File: config.mk
export PLATFORM = sky130hd
export DESIGN_NAME = seq_multiplier
export DESIGN_NICKNAME = d
export VERILOG_FILES = /design/src/rtl/urcpu_pkg.sv /design/src/rtl/adder.sv /design/src/rtl/seq_multiplier.sv
export SDC_FILE = /design/constraint.sdc
export NUM_CORES = 1
export LEC_CHECK = 0
export BUFFER_PORTS_ARGS = -buffer_cell sky130_fd_sc_hd__clkbuf_2
export CORE_MARGIN = 2
export CORE_UTILIZATION = 53
export CTS_BUF_LIST = sky130_fd_sc_hd__clkbuf_4 sky130_fd_sc_hd__clkbuf_8
export DETAILED_ROUTE_END_ITERATION = 10
export HOLD_SLACK_MARGIN = 0.06
export PLACE_DENSITY_LB_ADDON = 0.15
export SYNTH_ARGS = -nofsm -noshare
export SYNTH_HDL_FRONTEND = slang
export SYNTH_SLANG_ARGS = --single-unit
export TNS_END_PERCENT = 20
File: constraint.sdc
create_clock -name clk -period 3 [get_ports clk]
set_input_delay 0.3 -clock clk [delete_from_list [all_inputs] [get_ports clk]]
set_output_delay 0.3 -clock clk [all_outputs]
set_load 0.01 [all_outputs]
File: src/rtl/urcpu_pkg.sv
// Shared URCPU datapath definitions: the common data width and the
// multiplier control-state encoding.
package urcpu_pkg;

    localparam int DATA_WIDTH = 20;

    typedef enum logic [1:0] {
        IDLE,
        RUN,
        DONE
    } mul_state_t;

endpackage

File: src/rtl/adder.sv
// Generic ripple/carry adder of the URCPU datapath: {carry_out, sum} = a + b + carry_in.
module adder #(
    parameter int DATA_WIDTH = urcpu_pkg::DATA_WIDTH
) (
    input  logic [DATA_WIDTH-1:0] a,
    input  logic [DATA_WIDTH-1:0] b,
    input  logic                  carry_in,
    output logic [DATA_WIDTH-1:0] sum,
    output logic                  carry_out
);

    assign {carry_out, sum} = {1'b0, a} + {1'b0, b} + (DATA_WIDTH + 1)'(carry_in);

endmodule

File: src/rtl/seq_multiplier.sv
// Multi-cycle unsigned shift-add multiplier with start/busy/done handshake.
// Define SEQ_MUL_EARLY_TERM_EN to finish as soon as no multiplier bits remain.
module seq_multiplier #(
    parameter int DATA_WIDTH = urcpu_pkg::DATA_WIDTH,
    parameter int CNT_WIDTH  = $clog2(DATA_WIDTH)
) (
    input  logic                    clk,
    input  logic                    rst_n,
    input  logic                    start,
    input  logic [DATA_WIDTH-1:0]   multiplicand,
    input  logic [DATA_WIDTH-1:0]   multiplier,
    output logic                    busy,
    output logic                    done,
    output logic [2*DATA_WIDTH-1:0] product
);

    import urcpu_pkg::mul_state_t;
    import urcpu_pkg::IDLE;
    import urcpu_pkg::RUN;
    import urcpu_pkg::DONE;

    localparam logic [CNT_WIDTH-1:0] LAST_CNT = CNT_WIDTH'(DATA_WIDTH - 1);

    mul_state_t state_q, state_d;

    logic [2*DATA_WIDTH-1:0] prod;
    logic [2*DATA_WIDTH-1:0] mcand;
    logic [DATA_WIDTH-1:0]   mq;
    logic [CNT_WIDTH-1:0]    cnt;
    logic [2*DATA_WIDTH-1:0] sum;
    logic [2*DATA_WIDTH-1:0] prod_next;
    logic                    carry_unused;
    logic                    last_iter;
    logic                    zero_start;

    adder #(
        .DATA_WIDTH (2 * DATA_WIDTH)
    ) u_adder (
        .a         (prod),
        .b         (mcand),
        .carry_in  (1'b0),
        .sum       (sum),
        .carry_out (carry_unused)
    );

    assign prod_next = mq[0] ? sum : prod;

`ifdef SEQ_MUL_EARLY_TERM_EN
    // The multiplier bit being consumed now is the last set one.
    assign last_iter  = (cnt == LAST_CNT) || (mq[DATA_WIDTH-1:1] == '0);
    assign zero_start = (multiplier == '0);
`else
    assign last_iter  = (cnt == LAST_CNT);
    assign zero_start = 1'b0;
`endif

    // NOTE: sequential state uses non-blocking (<=) so every register samples
    // pre-edge values; blocking here would create order-dependent simulation.
    always_ff @(posedge clk or negedge rst_n) begin
        if (!rst_n) begin
            state_q <= IDLE;
        end else begin
            state_q <= state_d;
        end
    end

    // NOTE: state_d is defaulted before the case so no path leaves it
    // unassigned, which would otherwise infer a latch.
    always_comb begin
        state_d = state_q;
        case (state_q)
            IDLE:    if (start) state_d = zero_start ? DONE : RUN;
            RUN:     if (last_iter) state_d = DONE;
            DONE:    state_d = IDLE;
            default: state_d = IDLE;
        endcase
    end

    always_ff @(posedge clk or negedge rst_n) begin
        if (!rst_n) begin
            prod    <= '0;
            mcand   <= '0;
            mq      <= '0;
            cnt     <= '0;
            product <= '0;
        end else begin
            case (state_q)
                IDLE: begin
                    if (start) begin
                        mcand <= {{DATA_WIDTH{1'b0}}, multiplicand};
                        mq    <= multiplier;
                        prod  <= '0;
                        cnt   <= '0;
                        if (zero_start) product <= '0;
                    end
                end
                RUN: begin
                    prod  <= prod_next;
                    mcand <= mcand << 1;
                    mq    <= mq >> 1;
                    cnt   <= cnt + CNT_WIDTH'(1);
                    // Publish the result only on entry to DONE.
                    if (last_iter) product <= prod_next;
                end
                default: ;
            endcase
        end
    end

    assign busy = (state_q == RUN);
    assign done = (state_q == DONE);

endmodule

Word level (Yosys, flattened, before mapping)
Index checks and enable logic that the tools add are counted.
{"block": "totals", "reg_bits": 147, "output_inout_bits": 42}
{"block": "classes", "add_sub_neg": 2, "eq_ne": 5, "muxes": 12, "reduce_logical": 5}
{"operator": "$pmux 40 s2", "n": 2}
{"operator": "$mux 40", "n": 3}
{"operator": "$add 40x40->40", "n": 1}
{"operator": "$pmux 20 s2", "n": 1}
{"operator": "$mux 20", "n": 1}
{"operator": "$pmux 5 s2", "n": 1}
{"operator": "$reduce_and 2->1", "n": 3}
{"operator": "$add 5x1->5 const B", "n": 1}
{"operator": "$eq 5x5->1 const B", "n": 1}
{"operator": "$mux 5", "n": 1}
{"operator": "$mux 2", "n": 2}
{"operator": "$pmux 2 s2", "n": 1}
{"operator": "$eq 2x1->1 const B", "n": 1}
{"operator": "$eq 2x2->1 const B", "n": 1}
{"operator": "$logic_not 2->1", "n": 1}
{"operator": "$ne 2x1->1 const B", "n": 1}
{"operator": "$ne 2x2->1 const B", "n": 1}
{"operator": "$reduce_bool 2->1", "n": 1}

Depth between registers and ports, before layout
Gate-level depths: netlist of the first run.
{"block": "depth", "depth_word": 3, "depth_mapped": 11, "ltp_nobuf": 11}

By module
From an unflattened synthesis of the first run, not the netlist that was laid out.
{"block": "hier_totals", "hier_cells": 904, "hier_area_um2": 8852.2}
{"mod": "seq_multiplier", "n_inst": 1, "cells_per_inst": 558, "area_per_inst_um2": 6404.9}
{"mod": "adder", "n_inst": 1, "cells_per_inst": 346, "area_per_inst_um2": 2447.3}

Worst setup path after synthesis of the first run
No wires, ideal clock.
{"block": "synth_path", "path_type": "register -> register", "from": "reg prod[4]", "to": "reg prod[37]", "arrival_time_ns": 2.704, "required_time_ns": 2.878, "slack_ns": 0.174, "stages_incl_launch_ff": 11, "period_less_slack_ns": 2.826, "path_cell_list": "dfrtp_1 -> ha_1 -> and4_1 -> nor3b_2 -> or3_4 -> a311oi_2 -> a2111oi_2 -> o21ai_2 -> a211oi_1 -> or3_1 -> a32o_1"}
{"block": "synth_between", "elab_chain_cells": 3}
{"element": "from (decl)", "line": "seq_multiplier.sv:26", "text": "logic [2*DATA_WIDTH-1:0] prod;"}
{"element": "from (signal assigned)", "line": "seq_multiplier.sv:98", "text": "prod <= prod_next;"}
{"element": "$add 40x40->40", "line": "adder.sv:12", "text": "assign {carry_out, sum} = {1'b0, a} + {1'b0, b} + (DATA_WIDTH + 1)'(carry_in);"}
{"element": "$mux 40", "line": "seq_multiplier.sv:46", "text": "assign prod_next = mq[0] ? sum : prod;"}
{"element": "$pmux 40 s2", "line": "seq_multiplier.sv:87", "text": "case (state_q)"}
No other way between the ends.
A chain may end at the register's enable or synchronous reset.

Worst setup path in the final report of the first run
{"block": "layout_path", "from": "reg mcand[14]", "to": "reg product[33]"}
{"block": "layout_between", "elab_chain_cells": 2}
{"element": "from (decl)", "line": "seq_multiplier.sv:27", "text": "logic [2*DATA_WIDTH-1:0] mcand;"}
{"element": "from (signal assigned)", "line": "seq_multiplier.sv:90", "text": "mcand <= {{DATA_WIDTH{1'b0}}, multiplicand};"}
{"element": "from (signal assigned)", "line": "seq_multiplier.sv:99", "text": "mcand <= mcand << 1;"}
{"element": "$add 40x40->40", "line": "adder.sv:12"}
{"element": "$mux 40", "line": "seq_multiplier.sv:46"}
{"element": "to (signal assigned)", "line": "seq_multiplier.sv:103", "text": "if (last_iter) product <= prod_next;"}
{"element": "to (decl)", "line": "seq_multiplier.sv:14", "text": "output logic [2*DATA_WIDTH-1:0] product"}
No other way between the ends.

==> out/results.tsv, run 1 <==
stage	metric	value	unit
synthesis	dominant synthesized flop cell	dfrtp_1	
route	number of iterations in the first detailed-routing pass	5	
floorplanning	IO Pins	85	
sta	crit path time final	2.919	ns
worst_setup_path	CP startpoint kind	flip-flop	
worst_setup_path	Req. time, crit path	3.33	ns
synthesis	Synthesized Nets	1007	
sta	RSZ-0062 raised after global routing	true	
synthesis	cell area after synthesis	0.008524	mm²
floorplanning	Starting Density	53.86	%
route	Via density	5.965	
flow_run	max cap viols	0	
route	Initial DRC Count	676	
floorplanning	CORE AREA	0.01583	mm²
placed_design	Port Buf Inserts	84	
cells_and_area	multi-input logic area	0.004631	mm²
power_and_ir_drop	Final Power	9.811	mW
synthesis	Netlist cell types	62	
synthesis	syn avg cell area	9.236	µm²
cells_and_area	Reg area	0.003680	mm²
power_and_ir_drop	P_leak	4.673	nW
worst_hold_path	worst hold path class	in2reg	
sta	Slew @ Worst Pin	0.8705	ns
worst_setup_path	Setup crit end kind	flip-flop	
sta	skew final	0.01425	ns
cts	H-tree levels	4	
global_route	total grt overflow	0	
sta	Hold Vio Cnt, Final	0	
cts	CTS buffer count	17	
sta	Fmax achieved	342.6	MHz
global_route	initial antenna violation count	1	
synthesis	FF+latch count, synth	147	
cells_and_area	Layout Nets	1094	
placed_design	Placement Cell Area	0.009351	mm²
global_route	largest net degree at the start of global routing	92	
cts	Clock Latency Late Sink	0.46	ns
worst_setup_path	CP arrival	3.25	ns
route	routed wire length	22700	µm
global_route	first-pass GRT wire length	36790	µm
global_route	gr usage total	27.90	%
cts	Max Root-Sink Buffers	2	
placed_design	DP Wirelength	15820	µm
sta	Final Max Slew Viols	0	
cells_and_area	share of cells above drive strength 1	18.08	%
cells_and_area	Synth-to-Final Area Change	15.72	%
placed_design	gpl congestion	0.8921	
sta	Final WS setup	0.08129	ns
synthesis	Ys Warns	0	
status	status	completed	
cells_and_area	Fill cells	1378	
cells_and_area	fin util	62.32	%
route	Final ANT Viol Nets	0	
floorplanning	die width	130.8	µm
cts	number of clock sinks	147	
power_and_ir_drop	VDD IR max	0.5751	mV
sta	Fin Hold WS	0.1167	ns
placed_design	dpl ws	0.01461	ns
cts	CTS tree	built	
synthesis	Async SR Flop Fraction	100.0	%
worst_setup_path	CP Class	reg2reg	
cts	Clk pin slew, worst setup/hold paths	0.08	ns
synthesis	Gate Count Post-Synth	923	
floorplanning	full die area	0.01711	mm²
cells_and_area	final instance area	0.009864	mm²
worst_setup_path	maximum fanout along the worst path	4	
global_route	vias in the first global route	7067	
synthesis	dominant cell type by area after synthesis	dfrtp_1	
synthesis	Seq/Total Area, Yosys	43.15	%
synthesis	Post-synth EDFFs	0	
power_and_ir_drop	Pwr Density	994.6	mW/mm²
route	routed len/inst	18.32	µm
floorplanning	# rows	46	
sta	# setup viols final	0	
sta	Slew HR	41.97	%
cells_and_area	ant diodes	0	
synthesis	largest cells by area after synthesis	dfrtp_1, ha_1, o21ai_0, a22o_1, a21oi_1	
route	Residual DRC	0	
route	routed via count	7391	
cts	root buffer cell	clkbuf_8	
sta	Tcrit/Tclk final	97.29	%
floorplanning	die height	130.8	µm
synthesis	top cell type's share of synthesized area	43.15	%
[Yosys cell counts (19+ instances only)]
master and n:
a22oi_1 39, xnor2_1 19, a21oi_1 80, nor2b_1 26, ha_1 40, o21ai_0 99
nand2_1 95, dfrtp_1 147, mux2i_1 26, a22o_1 47, nor2_1 40, a21o_1 27
clkbuf_1 59
[metrics by stage]
step	std cells	setup TNS [ns]
after global placement	1203	0
final	1239	0
after floorplan	923	0
after global routing	1239	-0.2969
after CTS	1238	0
after detailed placement	1203	0
[worst paths after layout]
check                      depth (start not counted)     endpoint  slack [ns]           start
max                                               11  product[33]        0.08       mcand[14]
max reg2reg                                       11  product[33]        0.08       mcand[14]
min in group asynchronous                          2     mcand[7]        0.46           rst_n
min                                                3       mq[17]        0.12  multiplier[17]
max in group asynchronous                          3     mcand[0]        1.77           rst_n
min reg2reg                                        1  product[38]        0.48     product[38]
[flip-flops by register name, summed over array words and instances, names as in the netlist]
| name | flops |
|---|---|
| prod | 40 |
| cnt | 5 |
| mq | 20 |
| mcand | 40 |
| state_q | 2 |
| product | 40 |
[report_power, final]
part	total, mW	internal, mW	switching (mW)
registers	3.43	2.76	0.668
clock network	1.59	0.805	0.786
logic	4.79	2.02	2.77
[layout by cell type (no fill, tap or decap), types with 16 or more instances in the layout]
| cell type | instances |
|---|---|
| clkbuf_8 | 19 |
| ha_1 | 38 |
| a21oi_1 | 79 |
| mux2i_1 | 26 |
| a22o_1 | 47 |
| dfrtp_1 | 146 |
| a22oi_1 | 39 |
| nor2b_1 | 26 |
| clkbuf_2 | 83 |
| nand2_1 | 94 |
| nor2_1 | 39 |
| buf_4 | 44 |
| xnor2_1 | 19 |
| o21ai_0 | 99 |
| a21o_1 | 27 |
| nand4_1 | 16 |
[worst max-delay path, stage by stage (launching register included)]
cell and delay, ns:
dfrtp_1 0.44, ha_1 0.32, and2_1 0.18, nand3_1 0.17, o31ai_2 0.36, a311oi_4 0.08, a2111oi_2 0.53, o21ai_2 0.10
buf_4 0.15, a32oi_1 0.20, xnor2_1 0.17, o21ai_1 0.10
[layer usage]
| metal | share of wire (%) | GRT usage, % | vias to the layer above | wire length, µm |
|---|---|---|---|---|
| li1 | - | - | 3573 | - |
| met1 | 49 | 41.42 | 3583 | 11160 |
| met2 | 44 | 42.03 | 210 | 9924 |
| met3 | 5.5 | 4.642 | 25 | 1255 |
| met4 | 1.6 | 8.573 | 0 | 357 |
| met5 | 0 | 0 | - | 0 |
[cell families (layout without fill, tap and decap cells)]
logic type	after synthesis	in the layout	synth area share (%)
buffers and inverters	79	179	3.523
adders and majority gates	41	41	6.106
and+or+nand+nor	234	234	13.21
DFF	147	147	43.15
xor gates and xnor gates	32	32	3.288
AOI/OAI and AO/OA	364	364	27.67
muxes	26	26	3.053
[what timing repair did]
item / in CTS / in global routing
gates resized for setup: 1 / 10
setup endpoints to repair: 1 / 16
hold endpoints to repair: 91 / 0
hold buffers: 3 / 0
setup buffers: 0 / 1
pin swaps: 0 / 4
[layout make-up]
| class | instances | share of cell area, % |
|---|---|---|
| Sequential cell | 147 | 37.30 |
| Tap cell | 216 | 2.740 |
| Timing Repair Buffer | 133 | 8.384 |
| Inverter | 14 | 0.5327 |
| Clock inverter | 11 | 1.294 |
| Clock buffer | 21 | 2.803 |
| Multi-Input combinational cell | 697 | 46.94 |
(Power assumes the default switching activity.)
==> run 2, diff against run 1 <==
--- a/config.mk
+++ b/config.mk
@@ -6,12 +6,14 @@
 export NUM_CORES = 1
 export LEC_CHECK = 0
 export BUFFER_PORTS_ARGS = -buffer_cell sky130_fd_sc_hd__clkbuf_2
+export CORE_ASPECT_RATIO = 2
 export CORE_MARGIN = 2
 export CORE_UTILIZATION = 53
 export CTS_BUF_LIST = sky130_fd_sc_hd__clkbuf_4 sky130_fd_sc_hd__clkbuf_8
 export DETAILED_ROUTE_END_ITERATION = 10
 export HOLD_SLACK_MARGIN = 0.06
 export PLACE_DENSITY_LB_ADDON = 0.15
+export SKIP_LAST_GASP = 1
 export SYNTH_ARGS = -nofsm -noshare
 export SYNTH_HDL_FRONTEND = slang
 export SYNTH_SLANG_ARGS = --single-unit
==> run 2 against run 1 <==
Compared with the run above: sequential cell count is the same; setup slack lost 0.020 ns; core utilization grew 0.59 points; clock power grew 4%; first-iteration DRC count shrank 50%; design area grew 0.62%; routed wire length grew 8.8%; register-to-register slack lost 0.02 ns; total power grew 2.8%; via count grew 2.6%.
==> out/results.tsv, run 2 (synthesized netlist as in run 1, its figures left out) <==
stage	metric	value	unit	change
worst_setup_path	slowest CP cell	dfrtp_1		
route	routed wire length	24700	µm	+8.8%
route	routed via count	7582		+2.6%
power_and_ir_drop	Pwr Density	1016	mW/mm²	+2.2%
cells_and_area	Synth-to-Final Area Change	16.44	%	
power_and_ir_drop	Final Power	10.08	mW	+2.8%
global_route	initial antenna violation count	0		-1
power_and_ir_drop	VDD IR max	0.5417	mV	-5.8%
worst_setup_path	cell chain of the critical path	ha_4, and2_4, a22o_1, or3_4, a311oi_4, a2111oi_4, o21ai_2, a211oi_2, or3_1, a32o_1		
worst_setup_path	CP peak stage delay	0.42	ns	-0.11 ns
cells_and_area	ant diodes	0		unchanged
route	Initial DRC Count	337		-50%
global_route	gr usage total	29.74	%	+1.8 points
worst_setup_path	reg2reg end	prod[37]		
sta	Fmax achieved	340.3	MHz	-0.68%
floorplanning	Starting Density	54.03	%	+0.17 points
route	routed len/inst	20.13	µm	+9.9%
cells_and_area	commonest non-fill, non-tap cell in the layout	dfrtp_1		
power_and_ir_drop	P_leak	4.693	nW	+0.44%
cells_and_area	fin util	62.91	%	+0.59 points
placed_design	gpl congestion	0.9611		+7.7%
worst_setup_path	Req. time, crit path	3.35	ns	+0.02 ns
worst_hold_path	hold path endpoint	mcand[0]		
floorplanning	full die area	0.01718	mm²	+0.36%
sta	Slew @ Worst Pin	0.6587	ns	-0.2118 ns
floorplanning	die height	183.4	µm	+40%
floorplanning	# rows	65		+41%
floorplanning	CORE AREA	0.01578	mm²	-0.32%
worst_setup_path	CP Class	reg2reg		
worst_hold_path	worst hold path class	in2reg		
cells_and_area	share of cells above drive strength 1	18.81	%	+0.73 points
sta	Hold Vio Cnt, Final	0		unchanged
route	Via density	6.179		+3.6%
floorplanning	die width	93.68	µm	-28%
worst_setup_path	crit-path leading delay family	compound AO/OA/AOI/OAI gates		
worst_setup_path	CP arrival	3.29	ns	+0.04 ns
route	Final ANT Viol Nets	0		unchanged
sta	crit path time final	2.939	ns	+0.01987 ns
cts	root buffer cell	clkbuf_8		
worst_setup_path	worst reg-to-reg path cell count	10		-1
global_route	first-pass GRT wire length	39190	µm	+6.5%
route	Residual DRC	0		unchanged
worst_setup_path	maximum fanout along the worst path	4		unchanged
global_route	total grt overflow	0		unchanged
cells_and_area	Largest regs	mcand (40), prod (40), product (40)		
floorplanning	IO Pins	85		unchanged
sta	RSZ-0062 raised after global routing	true		
worst_setup_path	CP startpoint kind	flip-flop		
sta	Slew HR	56.09	%	+14 points
flow_run	max cap viols	0		unchanged
worst_setup_path	R2R Path Start	prod[6]		
placed_design	Port Buf Inserts	84		unchanged
placed_design	DP Wirelength	17910	µm	+13%
cts	number of clock sinks	147		unchanged
global_route	largest net degree at the start of global routing	63		-32%
cts	Max Root-Sink Buffers	2		unchanged
cells_and_area	Layout Nets	1097		+0.27%
status	status	completed		
sta	# setup viols final	0		unchanged
worst_setup_path	Setup crit end kind	flip-flop		
cts	CTS tree	built		
worst_setup_path	Worst Path Buf+Inv	0		-1
worst_hold_path	Hold Path Stages	2		-1
sta	Tcrit/Tclk final	97.95	%	+0.66 points
worst_setup_path	setup slack, reg-to-reg	0.06	ns	-0.02 ns
cts	Clk pin slew, worst setup/hold paths	0.09	ns	about the same
cts	CTS buffer count	17		unchanged
route	number of iterations in the first detailed-routing pass	5		unchanged
sta	skew final	0.01647	ns	+0.002216 ns
worst_hold_path	hold_sp	multiplicand[0]		
global_route	vias in the first global route	7842		+11%
cts	H-tree levels	4		unchanged
cts	Clock Latency Late Sink	0.46	ns	about the same
cells_and_area	Fill cells	1424		+3.3%
cells_and_area	most frequent cells in the layout	dfrtp_1, o21ai_0, nand2_1		
sta	Final Max Slew Viols	0		unchanged
## run 2: cell count changes in the layout (fill, tap and decap cells not counted), sizes merged
cell / previous run / this run
dlygate4sd3: 3 / 2
clkbuf: 104 / 106
clkinvlp: 3 / 1
clkinv: 5 / 6
buf: 47 / 51
bufinv: 2 / 3
inv: 15 / 13
## run 2: how the worst max path moves through the flow
stage | from | to | slack, ns | cells past startpoint
3_5_place_dp | prod[6] | prod[37] | 0.02 | 10
3_3_place_gp | prod[4] | prod[37] | 0.05 | 10
4_1_cts | prod[6] | prod[37] | 0.02 | 10
6_report | prod[6] | prod[37] | 0.06 | 10
5_1_grt | mcand[5] | prod[37] | -0.02 | 10
2_1_floorplan | prod[4] | prod[37] | 0.17 | 10
## run 2: what timing repair did
| action | 4_1_cts | 5_1_grt |
|---|---|---|
| buffers inserted | 0 | 2 |
| gates resized for setup | 1 | 17 |
| cloned | 0 | 0 |
| endpoints found under the setup margin | 1 | 11 |
| hold buffers | 2 | 0 |
| pin swaps | 0 | 11 |
| endpoints found under the hold margin | 57 | 0 |
## run 2: layout make-up
cell class | count | area, µm² | share of cell area [%]
Multi-Input combinational cell | 697 | 4686 | 47.21
Sequential cell | 147 | 3680 | 37.07
Timing Repair Buffer | 136 | 834.6 | 8.408
Clock buffer | 23 | 291.5 | 2.937
Tap cell | 201 | 251.5 | 2.534
Clock inverter | 9 | 130.1 | 1.311
Inverter | 14 | 52.55 | 0.5294
## run 2: power breakdown
group | total, mW | leakage, nW | switching (mW) | internal [mW]
Clock | 1.66 | 0.218 | 0.755 | 0.902
Sequential | 3.46 | 1.90 | 0.694 | 2.77
Combinational | 4.97 | 2.58 | 2.88 | 2.08
Total | 10.1 | 4.69 | 4.33 | 5.75
## run 2: stage by stage
step                      hold slack, ns  area, µm²  TNS (ns)  instances  worst slack [ns]
final                             0.1047       9926         0       1227           0.06141
after detailed placement          0.3084       9343         0       1191           0.02243
after global routing              0.1153       9926  -0.03716       1227          -0.02078
after global placement            0.3049       9343         0       1191           0.05063
after floorplan                 0.004409       8524         0        923            0.1741
after CTS                        0.09245       9796         0       1225           0.02047
## run 2: layer usage
layer | share of wire, % | wire length, µm | track usage (%)
met1 | 35 | 8642 | 30.59
met2 | 55 | 13560 | 53.58
met3 | 3.2 | 780 | 4.560
met4 | 7.0 | 1718 | 20.99
met5 | 0 | 0 | 0
## run 2: worst reg2reg max path: cells and delay by family, from the launching register on
family                   cells  cell delay (ns)
flip-flops                   1             0.42
AND/OR/NAND/NOR              3             0.87
AO/OA/AOI/OAI                6             1.25
adder cells (fa/ha/maj)      1             0.27
==> run 3, diff against run 2 <==
--- a/config.mk
+++ b/config.mk
@@ -5,9 +5,10 @@
 export SDC_FILE = /design/constraint.sdc
 export NUM_CORES = 1
 export LEC_CHECK = 0
+export ABC_AREA = 1
 export BUFFER_PORTS_ARGS = -buffer_cell sky130_fd_sc_hd__clkbuf_2
 export CORE_ASPECT_RATIO = 2
-export CORE_MARGIN = 2
+export CORE_MARGIN = 3
 export CORE_UTILIZATION = 53
 export CTS_BUF_LIST = sky130_fd_sc_hd__clkbuf_4 sky130_fd_sc_hd__clkbuf_8
 export DETAILED_ROUTE_END_ITERATION = 10
==> run 3 against run 2 <==
Compared with the run above: the flow now finishes with violations (design-rule violations); final cell count rose by 32%; routed wire length rose by 12%; sequential cell count did not move; critical endpoint is now prod[24]; largest cell class unchanged.
==> out/results.tsv, run 3 <==
stage	metric	value	unit	change
status	status	finished, violations left		
status	failing checks	design-rule violations		
sta	# setup viols final	0		unchanged
power_and_ir_drop	VDD IR max	0.6565	mV	+21%
route	routed via count	8670		+14%
global_route	largest net degree at the start of global routing	63		unchanged
worst_setup_path	cell chain of the critical path	ha_1, fa_1, nand3_1, nand3_1, nand2_1, nand3_1, nand2_1, nand2_2, nand2_1, nand2_1, nand2_1, nand3_1, nand3_1, nand2_1		
sta	crit path time final	2.490	ns	-0.4491 ns
cts	CTS buffer count	17		unchanged
cells_and_area	Largest regs	mcand (40), prod (40), product (40)		
power_and_ir_drop	P_leak	5.826	nW	+24%
synthesis	top post-synthesis cells by count	nand2_1, inv_1, dfrtp_1		
cts	Clock Latency Late Sink	0.48	ns	+0.02 ns
synthesis	FF+latch count, synth	147		unchanged
placed_design	Port Buf Inserts	84		unchanged
synthesis	Netlist cell types	35		-44%
cts	Clk pin slew, worst setup/hold paths	0.09	ns	about the same
sta	skew final	0.02002	ns	+0.003547 ns
synthesis	dominant cell type by area after synthesis	dfrtp_1		
power_and_ir_drop	Final Power	13.87	mW	+38%
route	Initial DRC Count	359		+6.5%
worst_setup_path	Req. time, crit path	3.36	ns	about the same
synthesis	Post-synth EDFFs	0		unchanged
sta	Final Max Slew Viols	0		unchanged
cells_and_area	Layout Nets	1487		+36%
placed_design	Placement Cell Area	0.009889	mm²	+5.9%
cells_and_area	fin util	62.41	%	-0.50 points
worst_setup_path	slowest CP cell	fa_1		
cells_and_area	share of cells above drive strength 1	13.63	%	-5.2 points
worst_setup_path	CP arrival	2.85	ns	-0.44 ns
global_route	initial antenna violation count	0		unchanged
worst_setup_path	CP Class	reg2reg		
sta	RSZ-0062 raised after global routing	false		
synthesis	syn avg cell area	7.112	µm²	-23%
route	Residual DRC	1		+1
worst_hold_path	worst hold path class	in2reg		
global_route	first-pass GRT wire length	43790	µm	+12%
synthesis	dominant synthesized flop cell	dfrtp_1		
global_route	total grt overflow	0		unchanged
global_route	vias in the first global route	8866		+13%
placed_design	DP Wirelength	20770	µm	+16%
cts	CTS tree	built		
synthesis	largest cells by area after synthesis	dfrtp_1, nand2_1, inv_1, ha_1, nand3_1		
synthesis	Ys Warns	0		unchanged
worst_setup_path	CP peak stage delay	0.43	ns	about the same
worst_setup_path	setup slack, reg-to-reg	0.51	ns	+0.45 ns
worst_setup_path	CP startpoint kind	flip-flop		
cells_and_area	Synth-to-Final Area Change	14.40	%	
sta	Slew @ Worst Pin	0.7282	ns	+0.06946 ns
sta	Fmax achieved	401.7	MHz	+18%
synthesis	top cell type's share of synthesized area	39.82	%	-3.3 points
cts	Max Root-Sink Buffers	2		unchanged
cts	H-tree levels	4		unchanged
floorplanning	full die area	0.01915	mm²	+11%
cts	number of clock sinks	147		unchanged
route	Via density	5.342		-14%
synthesis	Synthesized Nets	1383		+37%
floorplanning	die height	192.7	µm	+5.1%
synthesis	Async SR Flop Fraction	100.0	%	unchanged
floorplanning	IO Pins	85		unchanged
synthesis	cell area after synthesis	0.009239	mm²	+8.4%
sta	Hold Vio Cnt, Final	0		unchanged
cells_and_area	ant diodes	0		unchanged
sta	Slew HR	51.46	%	-4.6 points
sta	Tcrit/Tclk final	82.98	%	-15 points
power_and_ir_drop	Pwr Density	1313	mW/mm²	+29%
floorplanning	# rows	67		+3.1%
route	number of iterations in the first detailed-routing pass	10		+5
worst_setup_path	Setup crit end kind	flip-flop		
placed_design	gpl congestion	0.9831		+2.3%
floorplanning	die width	99.36	µm	+6.1%
cells_and_area	final instance area	0.01057	mm²	+6.5%
cells_and_area	most frequent cells in the layout	nand2_1, inv_1, dfrtp_1		
flow_run	max cap viols	0		unchanged
synthesis	most frequent cell after synthesis	nand2_1		
route	routed wire length	27700	µm	+12%
synthesis	Gate Count Post-Synth	1299		+41%
floorplanning	Starting Density	54.56	%	+0.53 points
cts	post_cts resized	0		-1
route	routed len/inst	17.07	µm	-15%
floorplanning	CORE AREA	0.01693	mm²	+7.3%
global_route	gr usage total	29.84	%	+0.11 points
sta	setup TNS	0	ns	unchanged
worst_setup_path	most frequent cell on the critical path	nand2_1		
cells_and_area	commonest non-fill, non-tap cell in the layout	nand2_1		
cts	root buffer cell	clkbuf_8		
synthesis	Seq/Total Area, Yosys	39.82	%	-3.3 points
route	Final ANT Viol Nets	0		unchanged
worst_setup_path	maximum fanout along the worst path	4		unchanged
[run 3: final timing paths]
kind,startpoint,to,depth (start not counted)
setup / recovery,prod[0],prod[24],14
hold / removal,multiplicand[12],mcand[12],3
setup reg to reg,prod[0],prod[24],14
hold reg to reg,product[21],product[21],2
max in group asynchronous,rst_n,mq[0],3
min in group asynchronous,rst_n,product[25],2
[run 3: area by class of cell]
cell class | count | area, µm²
inverters | 220 | 825.8
well taps | 207 | 259.0
repair buffers | 128 | 879.6
flip-flops and latches | 147 | 3680
multi-input cells | 889 | 4536
clock buffers | 18 | 247.7
fillers | 1608 | 6365
clock inverters | 14 | 141.4
[run 3: what timing repair did]
| item | in CTS | in global routing |
|---|---|---|
| endpoints found under the hold margin | 82 | 0 |
| setup buffers | 0 | 0 |
| hold buffers | 29 | 0 |
[run 3: metal layers]
layer	global-route usage (%)	routed length (µm)	up-vias
met1	28.39	9579	4047
met2	58.50	15550	203
met4	17.89	1687	0
met3	4.233	883	90
li1	-	-	4330
met5	0	0	-
[run 3: power breakdown]
| part | leakage, nW | switching, mW | internal [mW] |
|---|---|---|---|
| clock network | 0.191 | 0.872 | 0.703 |
| logic | 3.86 | 5.62 | 2.99 |
| registers | 1.77 | 0.692 | 2.99 |
[run 3: logic make-up (layout without fill, tap and decap cells)]
group | after synthesis | after routing | share of synthesized area [%]
flip-flops | 147 | 147 | 39.82
buffers and inverters | 263 | 380 | 11.12
multiplexers | 1 | 1 | 0.1083
XOR/XNOR | 17 | 17 | 1.612
AO/OA/AOI/OAI | 198 | 198 | 12.59
AND/OR/NAND/NOR | 632 | 632 | 29.12
adder cells (fa/ha/maj) | 41 | 41 | 5.634
[run 3: critical path, delay by kind of cell, from the launching register on]
family | cells | cell delay (ns)
adder cells (fa/ha/maj) | 2 | 0.68
flip-flops | 1 | 0.40
AND/OR/NAND/NOR | 12 | 1.29
[run 3: per-stage QoR]
step,worst slack (ns),hold slack (ns),cells
after floorplan,0.9924,0.004409,1299
after global placement,0.6413,0.3185,1562
after detailed placement,0.5804,0.3229,1562
after CTS,0.5370,0.06795,1623
after global routing,0.3994,0.08576,1623
final,0.5105,0.08332,1623
